`src/rtl/cpu_types_pkg.sv`:
```
// Shared types for the pipeline sequencer: register-field type, hazard FSM states
// and the packed control word that drives the PC and the four pipeline latches.
package cpu_types_pkg;

  typedef logic [4:0] regbits_t;

  typedef enum logic [1:0] {
    HZ_RUN,
    HZ_DWAIT,
    HZ_HALT
  } hzstate_t;

  // Latch vectors are ordered {ifid, idex, exmem, memwb}.
  typedef struct packed {
    logic       pc_en;
    logic [3:0] en;
    logic [3:0] flush;
  } hz_ctrl_t;

  localparam hz_ctrl_t HZ_FREEZE = '{pc_en: 1'b0, en: 4'b0000, flush: 4'b0000};

  function automatic hz_ctrl_t hz_ctrl(input logic pc_en, input logic [3:0] en,
                                       input logic [3:0] flush);
    hz_ctrl_t c;
    c.pc_en = pc_en;
    c.en    = en;
    c.flush = flush;
    return c;
  endfunction

endpackage

```
`src/rtl/hazard_detect.sv`:
```
// Load-use detector: a load in EX whose destination feeds a source read in ID.
module hazard_detect
  import cpu_types_pkg::*;
(
  input  logic     i_ex_dren,
  input  regbits_t i_ex_wsel,
  input  regbits_t i_id_rs,
  input  regbits_t i_id_rt,
  input  logic     i_id_uses_rt,
  output logic     o_lu
);

  logic w_rs_match;
  logic w_rt_match;

  assign w_rs_match = (i_ex_wsel == i_id_rs);
  assign w_rt_match = i_id_uses_rt && (i_ex_wsel == i_id_rt);

  // $zero is never a real dependency.
  assign o_lu = i_ex_dren && (i_ex_wsel != '0) && (w_rs_match || w_rt_match);

endmodule

```
`src/rtl/pipeline_hazard_ctrl.sv`:
```
// Central pipeline sequencer: PC/latch enables and flushes, DWAIT/HALT tracking,
// saturating stall/flush counters and a sticky data-wait watchdog.
module pipeline_hazard_ctrl
  import cpu_types_pkg::*;
#(
  parameter int unsigned CNT_W     = 32,
  parameter int unsigned DWAIT_MAX = 255
) (
  input  logic             CLK,
  input  logic             RST,
  input  logic             ihit,
  input  logic             dhit,
  input  logic             mem_dREN,
  input  logic             mem_dWEN,
  input  logic             mem_redirect,
  input  logic             mem_halt,
  input  logic             ex_dREN,
  input  logic [4:0]       ex_wsel,
  input  logic [4:0]       id_rs,
  input  logic [4:0]       id_rt,
  input  logic             id_uses_rt,
  output logic             pc_en,
  output logic             ifid_en,
  output logic             idex_en,
  output logic             exmem_en,
  output logic             memwb_en,
  output logic             ifid_flush,
  output logic             idex_flush,
  output logic             exmem_flush,
  output logic             memwb_flush,
  output logic             halted,
  output logic [CNT_W-1:0] stall_cnt,
  output logic [CNT_W-1:0] flush_cnt,
  output logic             wd_err
);

  localparam int unsigned WdW = $clog2(DWAIT_MAX + 1);

  hzstate_t         r_state;
  logic             r_halted;
  logic [CNT_W-1:0] r_stall_cnt;
  logic [CNT_W-1:0] r_flush_cnt;
  logic [WdW-1:0]   r_wd_cnt;
  logic             r_wd_err;

  hzstate_t w_next;
  hz_ctrl_t w_ctrl;
  logic     w_mem_acc;
  logic     w_lu;
  logic     w_miss;
  logic     w_redirect_taken;

  hazard_detect u_hazard_detect (
    .i_ex_dren   (ex_dREN),
    .i_ex_wsel   (ex_wsel),
    .i_id_rs     (id_rs),
    .i_id_rt     (id_rt),
    .i_id_uses_rt(id_uses_rt),
    .o_lu        (w_lu)
  );

  assign w_mem_acc = mem_dREN || mem_dWEN;

  always_comb begin
    w_ctrl           = HZ_FREEZE;
    w_next           = r_state;
    w_miss           = 1'b0;
    w_redirect_taken = 1'b0;
    if (RST || r_state == HZ_HALT) begin
      w_ctrl = HZ_FREEZE;
    end else if (mem_halt) begin
      // Let the halting instruction retire into WB, squash everything younger.
      w_ctrl = hz_ctrl(1'b0, 4'b0001, 4'b1110);
      w_next = HZ_HALT;
    end else if (w_mem_acc && !dhit) begin
      w_miss = 1'b1;
      w_next = HZ_DWAIT;
    end else if (w_mem_acc) begin
      // Dcache owns the memory port this cycle, so no fetch: bubble into IF/ID.
      w_next = HZ_RUN;
      if (mem_redirect) begin
        w_ctrl           = hz_ctrl(1'b1, 4'b0111, 4'b1110);
        w_redirect_taken = 1'b1;
      end else begin
        w_ctrl = hz_ctrl(1'b0, 4'b0111, 4'b1000);
      end
    end else if (mem_redirect) begin
      w_ctrl           = hz_ctrl(1'b1, 4'b1111, 4'b1110);
      w_redirect_taken = 1'b1;
    end else if (w_lu) begin
      w_ctrl = hz_ctrl(1'b0, 4'b0011, 4'b0100);
    end else if (!ihit) begin
      w_ctrl = hz_ctrl(1'b0, 4'b0111, 4'b1000);
    end else begin
      w_ctrl = hz_ctrl(1'b1, 4'b1111, 4'b0000);
    end
  end

  always_ff @(posedge CLK) begin
    if (RST) begin
      r_state     <= HZ_RUN;
      r_halted    <= 1'b0;
      r_stall_cnt <= '0;
      r_flush_cnt <= '0;
      r_wd_cnt    <= '0;
      r_wd_err    <= 1'b0;
    end else begin
      r_state  <= w_next;
      r_halted <= (w_next == HZ_HALT);
      if (r_state != HZ_HALT && !w_ctrl.pc_en && r_stall_cnt != '1) begin
        r_stall_cnt <= r_stall_cnt + 1'b1;
      end
      if (w_redirect_taken && r_flush_cnt != '1) begin
        r_flush_cnt <= r_flush_cnt + 1'b1;
      end
      if (w_miss) begin
        if (r_wd_cnt != WdW'(DWAIT_MAX)) begin
          r_wd_cnt <= r_wd_cnt + 1'b1;
        end
        if (r_wd_cnt == WdW'(DWAIT_MAX - 1)) begin
          r_wd_err <= 1'b1;
        end
      end else begin
        r_wd_cnt <= '0;
      end
    end
  end

  assign pc_en       = w_ctrl.pc_en;
  assign ifid_en     = w_ctrl.en[3];
  assign idex_en     = w_ctrl.en[2];
  assign exmem_en    = w_ctrl.en[1];
  assign memwb_en    = w_ctrl.en[0];
  assign ifid_flush  = w_ctrl.flush[3];
  assign idex_flush  = w_ctrl.flush[2];
  assign exmem_flush = w_ctrl.flush[1];
  assign memwb_flush = w_ctrl.flush[0];
  assign halted      = r_halted;
  assign stall_cnt   = r_stall_cnt;
  assign flush_cnt   = r_flush_cnt;
  assign wd_err      = r_wd_err;

endmodule

```
`config.mk`:
```
export PLATFORM = sky130hd
export DESIGN_NAME = pipeline_hazard_ctrl
export DESIGN_NICKNAME = d
export VERILOG_FILES = /design/src/rtl/cpu_types_pkg.sv /design/src/rtl/hazard_detect.sv /design/src/rtl/pipeline_hazard_ctrl.sv
export SDC_FILE = /design/constraint.sdc
export NUM_CORES = 1
export LEC_CHECK = 0
export BUFFER_PORTS_ARGS = -buffer_cell sky130_fd_sc_hd__buf_2
export CAP_MARGIN = 20
export CORE_MARGIN = 1
export CORE_UTILIZATION = 47
export DETAILED_ROUTE_END_ITERATION = 8
export MAX_ROUTING_LAYER = met4
export PLACE_DENSITY = 0.71
export SYNTH_ARGS = -nofsm -noshare
export SYNTH_HDL_FRONTEND = slang
export SYNTH_SLANG_ARGS = --single-unit
```
`constraint.sdc`:
```
create_clock -name CLK -period 2.9 [get_ports CLK]
set_input_delay 0.29 -clock CLK [delete_from_list [all_inputs] [get_ports CLK]]
set_output_delay 0.29 -clock CLK [all_outputs]
set_load 0.05 [all_outputs]
```
After elaboration in Yosys (flattened, before gate mapping)
Index checks and enable logic that the tools add are counted.
{"block": "classes", "n_addsub": 3, "multipliers": 0, "div": 0, "order_cmp": 0, "eq_ne": 9, "shift": 0, "n_mux": 19, "n_bitwise": 1, "n_reduce_logical": 15}
{"op": "two-way mux 9 bit", "count": 8}
{"op": "adder 32 x 1 -> 32 bit, second input constant", "count": 2}
{"op": "!= test 32 bit, second input constant", "count": 2}
{"op": "== test 5 bit", "count": 2}
{"op": "adder 8 x 1 -> 8 bit, second input constant", "count": 1}
{"op": "== test 8 bit, second input constant", "count": 1}
{"op": "two-way mux 2 bit", "count": 4}
{"op": "!= test 8 bit, second input constant", "count": 1}
{"op": "logical AND 1 bit", "count": 7}
{"op": "two-way mux 1 bit", "count": 7}
{"op": "nonzero test 5 bit", "count": 1}
{"op": "== test 2 bit, second input constant", "count": 2}
{"op": "logical OR 1 bit", "count": 3}
{"op": "zero test 1 bit", "count": 2}
{"op": "!= test 2 bit, second input constant", "count": 1}
{"op": "AND reduction 2 bit", "count": 1}
{"op": "OR reduction 2 bit", "count": 1}
{"op": "inverter 1 bit", "count": 1}
{"block": "totals", "reg_bits": 76, "latch_bits": 0, "mem_bits_rw": 0, "mem_bits_ro": 0, "out_inout_bits": 75, "word_cells": 53, "memories": 0}

Logic depth before layout (Yosys ltp)
Gate-level depths: netlist (run 1).
{"block": "depth", "ltp_word": 13, "ltp_mapped": 9, "ltp_nobuf": 7}

Cells and area by module
From an unflattened synthesis (run 1), not the netlist that was laid out.
{"block": "hier_totals", "cells_unflattened": 508, "hier_area_um2": 4102.7}
{"module": "pipeline_hazard_ctrl", "instances": 1, "cells_per_inst": 491, "area_per_inst_um2": 3970.1, "seq_area_each_um2": 1521.5}
{"module": "hazard_detect", "instances": 1, "cells_per_inst": 17, "area_per_inst_um2": 132.6, "seq_area_each_um2": 0.0}

Worst setup path after synthesis (run 1)
No wires, ideal clock.
{"block": "synth_path", "path_kind": "reg2reg", "from": "register r_stall_cnt[0] (netlist: stall_cnt[0])", "to": "register r_stall_cnt[10] (netlist: stall_cnt[10])", "setup_time_ns": 0.121, "arrival_time_ns": 2.829, "path_slack_ns": -0.050, "stages_incl_launch_ff": 10, "n_path_buf": 2, "cell_sequence": "dfxtp_1 ha_1 nand3_2 or4_4 or4_1 buf_6 nand2_8 buf_8 nor3_2 mux2_4"}
{"block": "synth_between", "elab_chain_cells": 2, "word_cells_on_any_way": 3, "cone_classes": "1 x add/sub; 1 x eq/ne; 1 x reduce/logical"}
{"item": "start: declaration", "line": "pipeline_hazard_ctrl.sv:41", "text": "logic [CNT_W-1:0] r_stall_cnt;"}
{"item": "start signal: assignment", "line": "pipeline_hazard_ctrl.sv:111", "text": "r_stall_cnt <= r_stall_cnt + 1'b1;"}
{"item": "branches (longest 2 deep; another with adder 32 x 1 -> 32 bit)"}
Several ways; the timed one is not identified.
A chain may end at the register's enable or synchronous reset.

Final worst setup path (run 1)
{"block": "layout_path", "from": "register r_stall_cnt[0] (netlist: stall_cnt[0])", "to": "register r_stall_cnt[3] (netlist: stall_cnt[3])"}
The elaborated chain is that of the path after synthesis.

==> results of run 1 <==
power by group through the flow:
stage	Sequential (mW)	Combinational (mW)	Clock, mW
6_report	1.06	0.187	0.934
5_1_grt	1.06	0.204	1.01
4_1_cts	1.06	0.189	0.954
3_5_place_dp	1.08	0.189	0
3_3_place_gp	1.08	0.185	0
2_1_floorplan	1.10	0.117	0
how the worst max path moves through the flow:
stage,depth (start not counted),from,to
after floorplan,8,stall_cnt[7]$_SDFFE_PP0P_,stall_cnt[10]$_SDFFE_PP0P_
after global placement,7,stall_cnt[0]$_SDFFE_PP0P_,stall_cnt[10]$_SDFFE_PP0P_
after detailed placement,7,stall_cnt[0]$_SDFFE_PP0P_,stall_cnt[3]$_SDFFE_PP0P_
after CTS,7,stall_cnt[0]$_SDFFE_PP0P_,stall_cnt[3]$_SDFFE_PP0P_
after global routing,7,stall_cnt[0]$_SDFFE_PP0P_,stall_cnt[3]$_SDFFE_PP0P_
final,7,stall_cnt[0]$_SDFFE_PP0P_,stall_cnt[3]$_SDFFE_PP0P_
area by class of cell:
class / instances / area share
clock buffer: 10 / 0.0276
clock inverter: 6 / 0.0193
inverter: 6 / 0.00451
multi-input combinational: 394 / 0.501
sequential: 76 / 0.305
tap: 105 / 0.0263
timing repair buffer: 110 / 0.116
layer usage:
layer / vias up / share of wire / GRT usage
li1: 2019 / - / -
met1: 1906 / 0.47 / 0.302
met5: - / 0 / -
met3: 10 / 0.049 / 0.0348
met4: 0 / 0.011 / 0.0784
met2: 112 / 0.47 / 0.369
registers in the layout, indices dropped and copies added (netlist names):
signal and count:
r_state 2, r_wd_cnt 8, stall_cnt 32, flush_cnt 32, halted 1, wd_err 1
Yosys cell counts (all sizes together) (6+ instances only):
| master | count | area, µm² |
|---|---|---|
| nor4 | 8 | 62.6 |
| and3 | 8 | 50.1 |
| and4 | 6 | 52.6 |
| xnor2 | 32 | 280 |
| dfxtp | 76 | 1520 |
| or4 | 11 | 86.3 |
| nand4 | 24 | 150 |
| o21ai | 17 | 85.1 |
| inv | 6 | 22.5 |
| nor3 | 23 | 145 |
| or3 | 22 | 138 |
| o31ai | 8 | 60.1 |
| mux2 | 10 | 131 |
| buf | 7 | 58.8 |
| nand3 | 32 | 170 |
| a21oi | 32 | 160 |
| nand2 | 30 | 129 |
| xor2 | 9 | 78.8 |
| nor2 | 62 | 233 |
| clkbuf | 18 | 67.6 |
| nor2b | 13 | 81.3 |
worst max-delay path, cell delays in order (launching register included):
cell	delay [ns]
dfxtp_2	0.37
ha_1	0.19
nand3_2	0.12
or4_4	0.58
or4_1	0.68
nand2_8	0.19
nor3_1	0.07
mux2_2	0.32
kinds of logic (layout without fill, tap and decap cells):
kind of cell,Yosys count,in the layout,share of synthesized area
AOI/OAI and AO/OA,82,82,0.121
xor gates and xnor gates,41,41,0.0865
adders and majority gates,4,4,0.0121
buffers and inverters,31,132,0.0359
muxes,13,13,0.0389
and+or+nand+nor,253,253,0.339
DFF,76,76,0.366
other,1,1,0.000903
through the flow:
stage	instances	util	hold WS, ns
after floorplan	501	-	0.418
after global placement	691	0.567	0.468
after detailed placement	691	0.567	0.476
after CTS	707	0.595	0.276
after global routing	707	0.595	0.301
final	707	0.595	0.295
==> flow_summary.ini, run 1 <==
[finish]
areaGrowthSynthToFinish_pct = 20.2
nFillCells = 791
drive_gt1_frac = 0.262
final_area_um2 = 4990
register_area_um2 = 1520
final_nets = 626
final_cell_mix = 98 x buf_2, 74 x dfxtp_1, 62 x nor2_1
mostFrequentLayoutCell = buf_2
diodes = 0
multi_input_area_um2 = 2500

[critical_path]
r2r_slack_ns = 0.26
arrival_ns = 2.87
r2r_end = stall_cnt[3]$_SDFFE_PP0P_
path_class = reg2reg
r2r_start = stall_cnt[0]$_SDFFE_PP0P_
worstRegToRegCells = 7
end_kind = register
start_kind = register
worst-path-max-fanout = 13
critPathRequiredTime_ns = 3.13

[sta]
setup_tns_ns = 0
finalCritPeriodShare = 0.909
rsz0062_at_grt = false
clock.fmax_ghz = 0.379
drv_slew = 0
finClkSkew_ns = 0.0160
setup_ws_ns = 0.263
max-slew-margin-rel = 0.445
setup_viol = 0
worst_pin_slew_ns = 0.833
min_period_ns = 2.64
final_hold_viol_count = 0

[global_route]
grt_usage = 0.233
antenna_found_initial = 0
grt_first_pass_wirelength_um = 16700
gr-total-overflow = 0
grt_max_degree = 80
grt_pass1_vias = 3654

[routing]
ant_nets = 0
drcViolationCount = 0
drtIter0Drc = 115
drt-total-wl_um = 10000
post_drt_wl_per_cell_um = 14.2
routed_via_density = 5.72
first_pass_iters = 4
num_vias = 4047

[clocking]
clkLatencyLatePin_ns = 0.34
cts_buffers = 9
holdBufCountCts = 0
cts.path.max_buffers = 2
tritoncts = yes
htreeDepth = 3
cts_resized = 0
clk_pin_slew_worst_paths_ns = 0.09
cts_setup_buffers = 0
cts_sinks = 76
cts_root_buf = clkbuf_8

[pwr]
power_frac_comb = 0.086
switching_share = 0.254
power.switching_mw = 0.553
ir_drop_mv = 0.273
p_clk_frac = 0.429
p_seq_frac = 0.485
p_int_mw = 1.63
p_leak_nw = 1.92
p_per_area_nw_per_um2 = 437
p_total_mw = 2.18

[place]
place_ws_ns = 0.302
gp_congestion = 0.829
dp_hpwl_um = 7230
placed_area_um2 = 4760
port_buffers = 98

[floorplanning]
die_width_um = 96.0
die_h_um = 96.0
start_util = 0.495
io_pins = 100
fp.dieArea_um2 = 9220
core_area_um2 = 8380
rows = 33

[synthesis]
synth-seq-cells = 76
syn-num-nets = 530
ys_seq_area_frac = 0.366
synth_flop_cell = dfxtp_1
synth_area_um2 = 4150
synth_edf_count = 0
synthCells = 501
synth_async_sr_flop_share = 0
syn_avg_cell_area_um2 = 8.29
yosysWarnings = 0
synth.distinct_cells = 55

[min_path]
holdPathStages = 3
hold_path_end = r_state[1]$_SDFF_PP0_
hp-class = in2reg
worstHoldStart = mem_halt

[run_status]
status = finished, final reports clean

[run]
max_cap_viol_count = 0
No activity file was read; power rests on OpenSTA's default activity.
==> inputs of run 2 (changes only) <==
--- a/config.mk
+++ b/config.mk
@@ -8,10 +8,10 @@
 export BUFFER_PORTS_ARGS = -buffer_cell sky130_fd_sc_hd__buf_2
 export CAP_MARGIN = 20
 export CORE_MARGIN = 1
-export CORE_UTILIZATION = 47
+export CORE_UTILIZATION = 50
 export DETAILED_ROUTE_END_ITERATION = 8
 export MAX_ROUTING_LAYER = met4
-export PLACE_DENSITY = 0.71
+export PLACE_DENSITY = 0.75
 export SYNTH_ARGS = -nofsm -noshare
 export SYNTH_HDL_FRONTEND = slang
 export SYNTH_SLANG_ARGS = --single-unit
==> run 2 against run 1 <==
Against the previous run: cell area decreased by 1.3%; wire length down 0.15%; non-clock buffer count decreased by 1; die area down 5.9%; global-route usage increased by 1.3 points; via count grew 0.99%; setup slack improved by 0.040 ns; register-to-register slack better by 0.04 ns; clock-buffer cell count up 3.
==> flow_summary.ini, run 2 (synthesis results as in run 1) <==
[finish]
register_area_um2 = 1520
areaGrowthSynthToFinish_pct = 18.6
multi_input_area_um2 = 2500
nFillCells = 718
drive_gt1_frac = 0.257
diodes = 0
mostFrequentLayoutCell = buf_2
instances_no_fill = 702
final_nets = 625
final_area_um2 = 4930
final_cell_mix = 98 x buf_2, 74 x dfxtp_1, 62 x nor2_1

[sta]
drv_slew = 0
worst_pin_slew_ns = 0.753
setup_viol = 0
setup_ws_ns = 0.303
max-slew-margin-rel = 0.498
finClkSkew_ns = 0.0120
final_hold_viol_count = 0
rsz0062_at_grt = false
hold_slack_ns = 0.228
setup_tns_ns = 0
clock.fmax_ghz = 0.385
finalCritPeriodShare = 0.896
min_period_ns = 2.60

[clocking]
cts_resized = 0
cts.path.max_buffers = 2
clk_pin_slew_worst_paths_ns = 0.08
cts_setup_buffers = 0
cts_sinks = 76
holdBufCountCts = 0
cts_root_buf = clkbuf_8
tritoncts = yes
clkLatencyLatePin_ns = 0.35
htreeDepth = 3
cts_buffers = 9

[critical_path]
arrival_ns = 2.83
worst-path-max-fanout = 13
slowest_delay_ns = 0.66
path_cells = ha_1 > nand3_2 > or4_4 > or4_1 > nand2_8 > nor3_2 > mux2_4
path_class = reg2reg
worstRegToRegCells = 7
critPathSlowestCell = or4_1
critPathRequiredTime_ns = 3.14
end_kind = register
start_kind = register

[floorplanning]
fp.dieArea_um2 = 8670
core_area_um2 = 7890
die_width_um = 93.1
rows = 32
die_h_um = 93.1
io_pins = 100
start_util = 0.526

[place]
port_buffers = 98
place_ws_ns = 0.326
dp_hpwl_um = 7310
dp.cells = 687
placed_area_um2 = 4760
gp_congestion = 0.869

[pwr]
p_per_area_nw_per_um2 = 401
p_leak_nw = 1.89
p_int_mw = 1.46
power_frac_comb = 0.096
p_seq_frac = 0.535
ir_drop_mv = 0.186
p_clk_frac = 0.369
power.switching_mw = 0.515
switching_share = 0.261

[global_route]
grt_first_pass_wirelength_um = 16700
grt_usage = 0.245
grt_max_degree = 75
gr-total-overflow = 0
grt_pass1_vias = 3651
antenna_found_initial = 0

[routing]
drtIter0Drc = 155
ant_nets = 0
drt-total-wl_um = 10000
routed_via_density = 5.82
drcViolationCount = 0
post_drt_wl_per_cell_um = 14.3
first_pass_iters = 6
num_vias = 4087

[min_path]
hp-class = in2reg
holdPathStages = 2

[run]
max_cap_viol_count = 0

[run_status]
status = finished, final reports clean
[run 2: cell types whose count changed in the layout (fill, tap and decap cells not counted), sizes merged]
cell | before | now
bufinv | 2 | 0
buf | 110 | 109
clkinvlp | 1 | 0
clkbuf | 10 | 13
inv | 7 | 6
[run 2: final timing paths]
check | slack [ns] | to | from
setup / recovery | 0.30 | stall_cnt[17]$_SDFFE_PP0P_ | stall_cnt[0]$_SDFFE_PP0P_
hold / removal | 0.23 | wd_err$_SDFFE_PP0P_ | RST
setup reg to reg | 0.30 | stall_cnt[17]$_SDFFE_PP0P_ | stall_cnt[0]$_SDFFE_PP0P_
hold reg to reg | 0.49 | wd_err$_SDFFE_PP0P_ | wd_err$_SDFFE_PP0P_
[run 2: power groups by stage]
stage | registers [mW] | clock network (mW) | logic (mW)
3_3_place_gp | 1.08 | 0 | 0.185
5_1_grt | 1.06 | 0.778 | 0.205
6_report | 1.06 | 0.729 | 0.189
4_1_cts | 1.06 | 0.742 | 0.190
3_5_place_dp | 1.08 | 0 | 0.189
2_1_floorplan | 1.10 | 0 | 0.117
[run 2: metal layers]
| metal | track usage | part of all wire | vias to the layer above |
|---|---|---|---|
| met1 | 0.310 | 0.45 | 1938 |
| met3 | 0.0439 | 0.055 | 14 |
| met2 | 0.394 | 0.48 | 124 |
| li1 | - | - | 2011 |
| met4 | 0.0872 | 0.015 | 0 |
| met5 | - | 0 | - |
[run 2: per-stage QoR]
stage                     power, mW  utilization
after floorplan                1.22            -
after global placement         1.27        0.603
after detailed placement       1.27        0.603
after CTS                      1.99        0.625
after global routing           2.04        0.625
final                          1.98        0.625
[run 2: worst max-delay path, delay by kind of cell, from the launching register on]
| family | cells | cell delay [ns] |
|---|---|---|
| flops | 1 | 0.37 |
| simple gates | 5 | 1.62 |
| mux | 1 | 0.31 |
| fa+ha+maj | 1 | 0.19 |
[run 2: area by class of cell]
cell class / count / area share
clock buffers: 13 / 0.0323
clock inverters: 2 / 0.00203
inverters: 6 / 0.00457
multi-input cells: 394 / 0.507
flip-flops and latches: 76 / 0.309
well taps: 102 / 0.0259
repair buffers: 109 / 0.119
==> inputs of run 3 (changes only) <==
--- a/config.mk
+++ b/config.mk
@@ -8,10 +8,10 @@
 export BUFFER_PORTS_ARGS = -buffer_cell sky130_fd_sc_hd__buf_2
 export CAP_MARGIN = 20
 export CORE_MARGIN = 1
-export CORE_UTILIZATION = 50
+export CORE_UTILIZATION = 49
 export DETAILED_ROUTE_END_ITERATION = 8
 export MAX_ROUTING_LAYER = met4
-export PLACE_DENSITY = 0.75
+export PLACE_DENSITY = 0.77
 export SYNTH_ARGS = -nofsm -noshare
 export SYNTH_HDL_FRONTEND = slang
 export SYNTH_SLANG_ARGS = --single-unit
==> constraint.sdc (replaced) <==
create_clock -name CLK -period 2.2 [get_ports CLK]
set_input_delay 0.22 -clock CLK [delete_from_list [all_inputs] [get_ports CLK]]
set_output_delay 0.22 -clock CLK [all_outputs]
set_load 0.05 [all_outputs]
==> run 3 against run 2 <==
Against the previous run: the flow now finishes with violations (negative setup slack); core utilization rose by 5.5 points; largest power group unchanged; register-to-register slack got worse by 0.43 ns; via count rose by 4.6%; global-route usage rose by 0.29 points.
==> flow_summary.ini, run 3 (synthesis results as in run 1) <==
[global_route]
grt_usage = 0.248
grt_pass1_vias = 3812
grt_max_degree = 80
grt_first_pass_wirelength_um = 17100
antenna_found_initial = 0
gr-total-overflow = 0

[sta]
finClkSkew_ns = 0.0135
min_period_ns = 2.32
setup_viol = 24
worst_pin_slew_ns = 0.796
setup_ws_ns = -0.125
rsz0062_at_grt = true
final_hold_viol_count = 0
max-slew-margin-rel = 0.470
drv_slew = 0
setup_tns_ns = -1.38
finalCritPeriodShare = 1.06
clock.fmax_ghz = 0.430

[routing]
num_vias = 4275
post_drt_wl_per_cell_um = 14.4
drcViolationCount = 0
ant_nets = 0
first_pass_iters = 5
drtIter0Drc = 210
drt-total-wl_um = 10900
routed_via_density = 5.67

[finish]
diodes = 0
drive_gt1_frac = 0.402
mostFrequentLayoutCell = buf_2
final_area_um2 = 5590
final_util = 0.680
final_cell_mix = 98 x buf_2, 61 x nor2_1, 52 x buf_4
nFillCells = 680
final_nets = 673
areaGrowthSynthToFinish_pct = 34.5

[clocking]
cts_sinks = 76
clkLatencyLatePin_ns = 0.37
tritoncts = yes
holdBufCountCts = 0
htreeDepth = 3
clk_pin_slew_worst_paths_ns = 0.09
cts_root_buf = clkbuf_8
cts_buffers = 9
cts.path.max_buffers = 2

[floorplanning]
start_util = 0.505
io_pins = 100
core_area_um2 = 8220
fp.dieArea_um2 = 8850
die_width_um = 94.1
die_h_um = 94.1
rows = 33

[min_path]
hp-class = in2reg

[critical_path]
cp_common_cell = or3_4
critPathSlowestCell = or4_4
critPathRequiredTime_ns = 2.49
path_cells = ha_4 > nand3_4 > or4_4 > or3_4 > or3_4 > or3_1 > a21oi_1
slowest_delay_ns = 0.56
end_kind = register
start_kind = register
path_class = reg2reg
worst-path-max-fanout = 5
arrival_ns = 2.62

[place]
dp_hpwl_um = 7630
placed_area_um2 = 5160
port_buffers = 98
gp_congestion = 0.864

[pwr]
p_per_area_nw_per_um2 = 529
ir_drop_mv = 0.338
p_leak_nw = 2.19
p_total_mw = 2.96

[run_status]
status = finished, violations left
failed_checks = negative setup slack

[run]
max_cap_viol_count = 0
## run 3: metal layers
layer,vias to the layer above,part of all wire,track usage
met2,138,0.47,0.408
li1,2112,-,-
met3,18,0.057,0.0291
met5,-,0,-
met4,0,0.015,0.0923
met1,2007,0.45,0.313
## run 3: repair_timing
| item | in CTS | in global routing |
|---|---|---|
| setup endpoints to repair | 22 | 30 |
| resized for setup | 12 | 14 |
| buffers inserted | 3 | 2 |
| gates cloned | 1 | 1 |
| pin swaps | 22 | 10 |
## run 3: worst max-delay path: cells and delay by family (launching register included)
family	cells	cell delay (ns)
and+or+nand+nor	5	1.62
DFF	1	0.36
adders and majority gates	1	0.14
AOI/OAI and AO/OA	1	0.14
## run 3: cell type report
class | instances | area, µm² | share of cell area
multi-input cells | 395 | 2660 | 0.476
flip-flops and latches | 76 | 1570 | 0.282
repair buffers | 156 | 966 | 0.173
clock buffers | 10 | 138 | 0.0246
well taps | 105 | 131 | 0.0235
clock inverters | 6 | 93.8 | 0.0168
inverters | 6 | 22.5 | 0.00403
## run 3: stage by stage
stage	cells	worst slack, ns	hold WS (ns)
after floorplan	501	-0.285	0.348
after global placement	731	-0.117	0.469
after detailed placement	731	-0.137	0.479
after CTS	751	-0.109	0.175
after global routing	754	-0.191	0.208
final	754	-0.125	0.189
## run 3: worst paths after layout
| path | start | endpoint | slack (ns) | cells past startpoint |
|---|---|---|---|---|
| worst min register to register | stall_cnt[12]$_SDFFE_PP0P_ | stall_cnt[12]$_SDFFE_PP0P_ | 0.50 | 2 |
| worst min-delay path | mem_halt | r_state[1]$_SDFF_PP0_ | 0.19 | 3 |
| worst max-delay path | stall_cnt[1]$_SDFFE_PP0P_ | stall_cnt[22]$_SDFFE_PP0P_ | -0.12 | 7 |
| worst max register to register | stall_cnt[1]$_SDFFE_PP0P_ | stall_cnt[22]$_SDFFE_PP0P_ | -0.12 | 7 |
## run 3: power breakdown
group	internal [mW]	switching (mW)
combinational	0.113	0.196
sequential	1.38	0.00831
clock	0.680	0.574
total	2.18	0.779
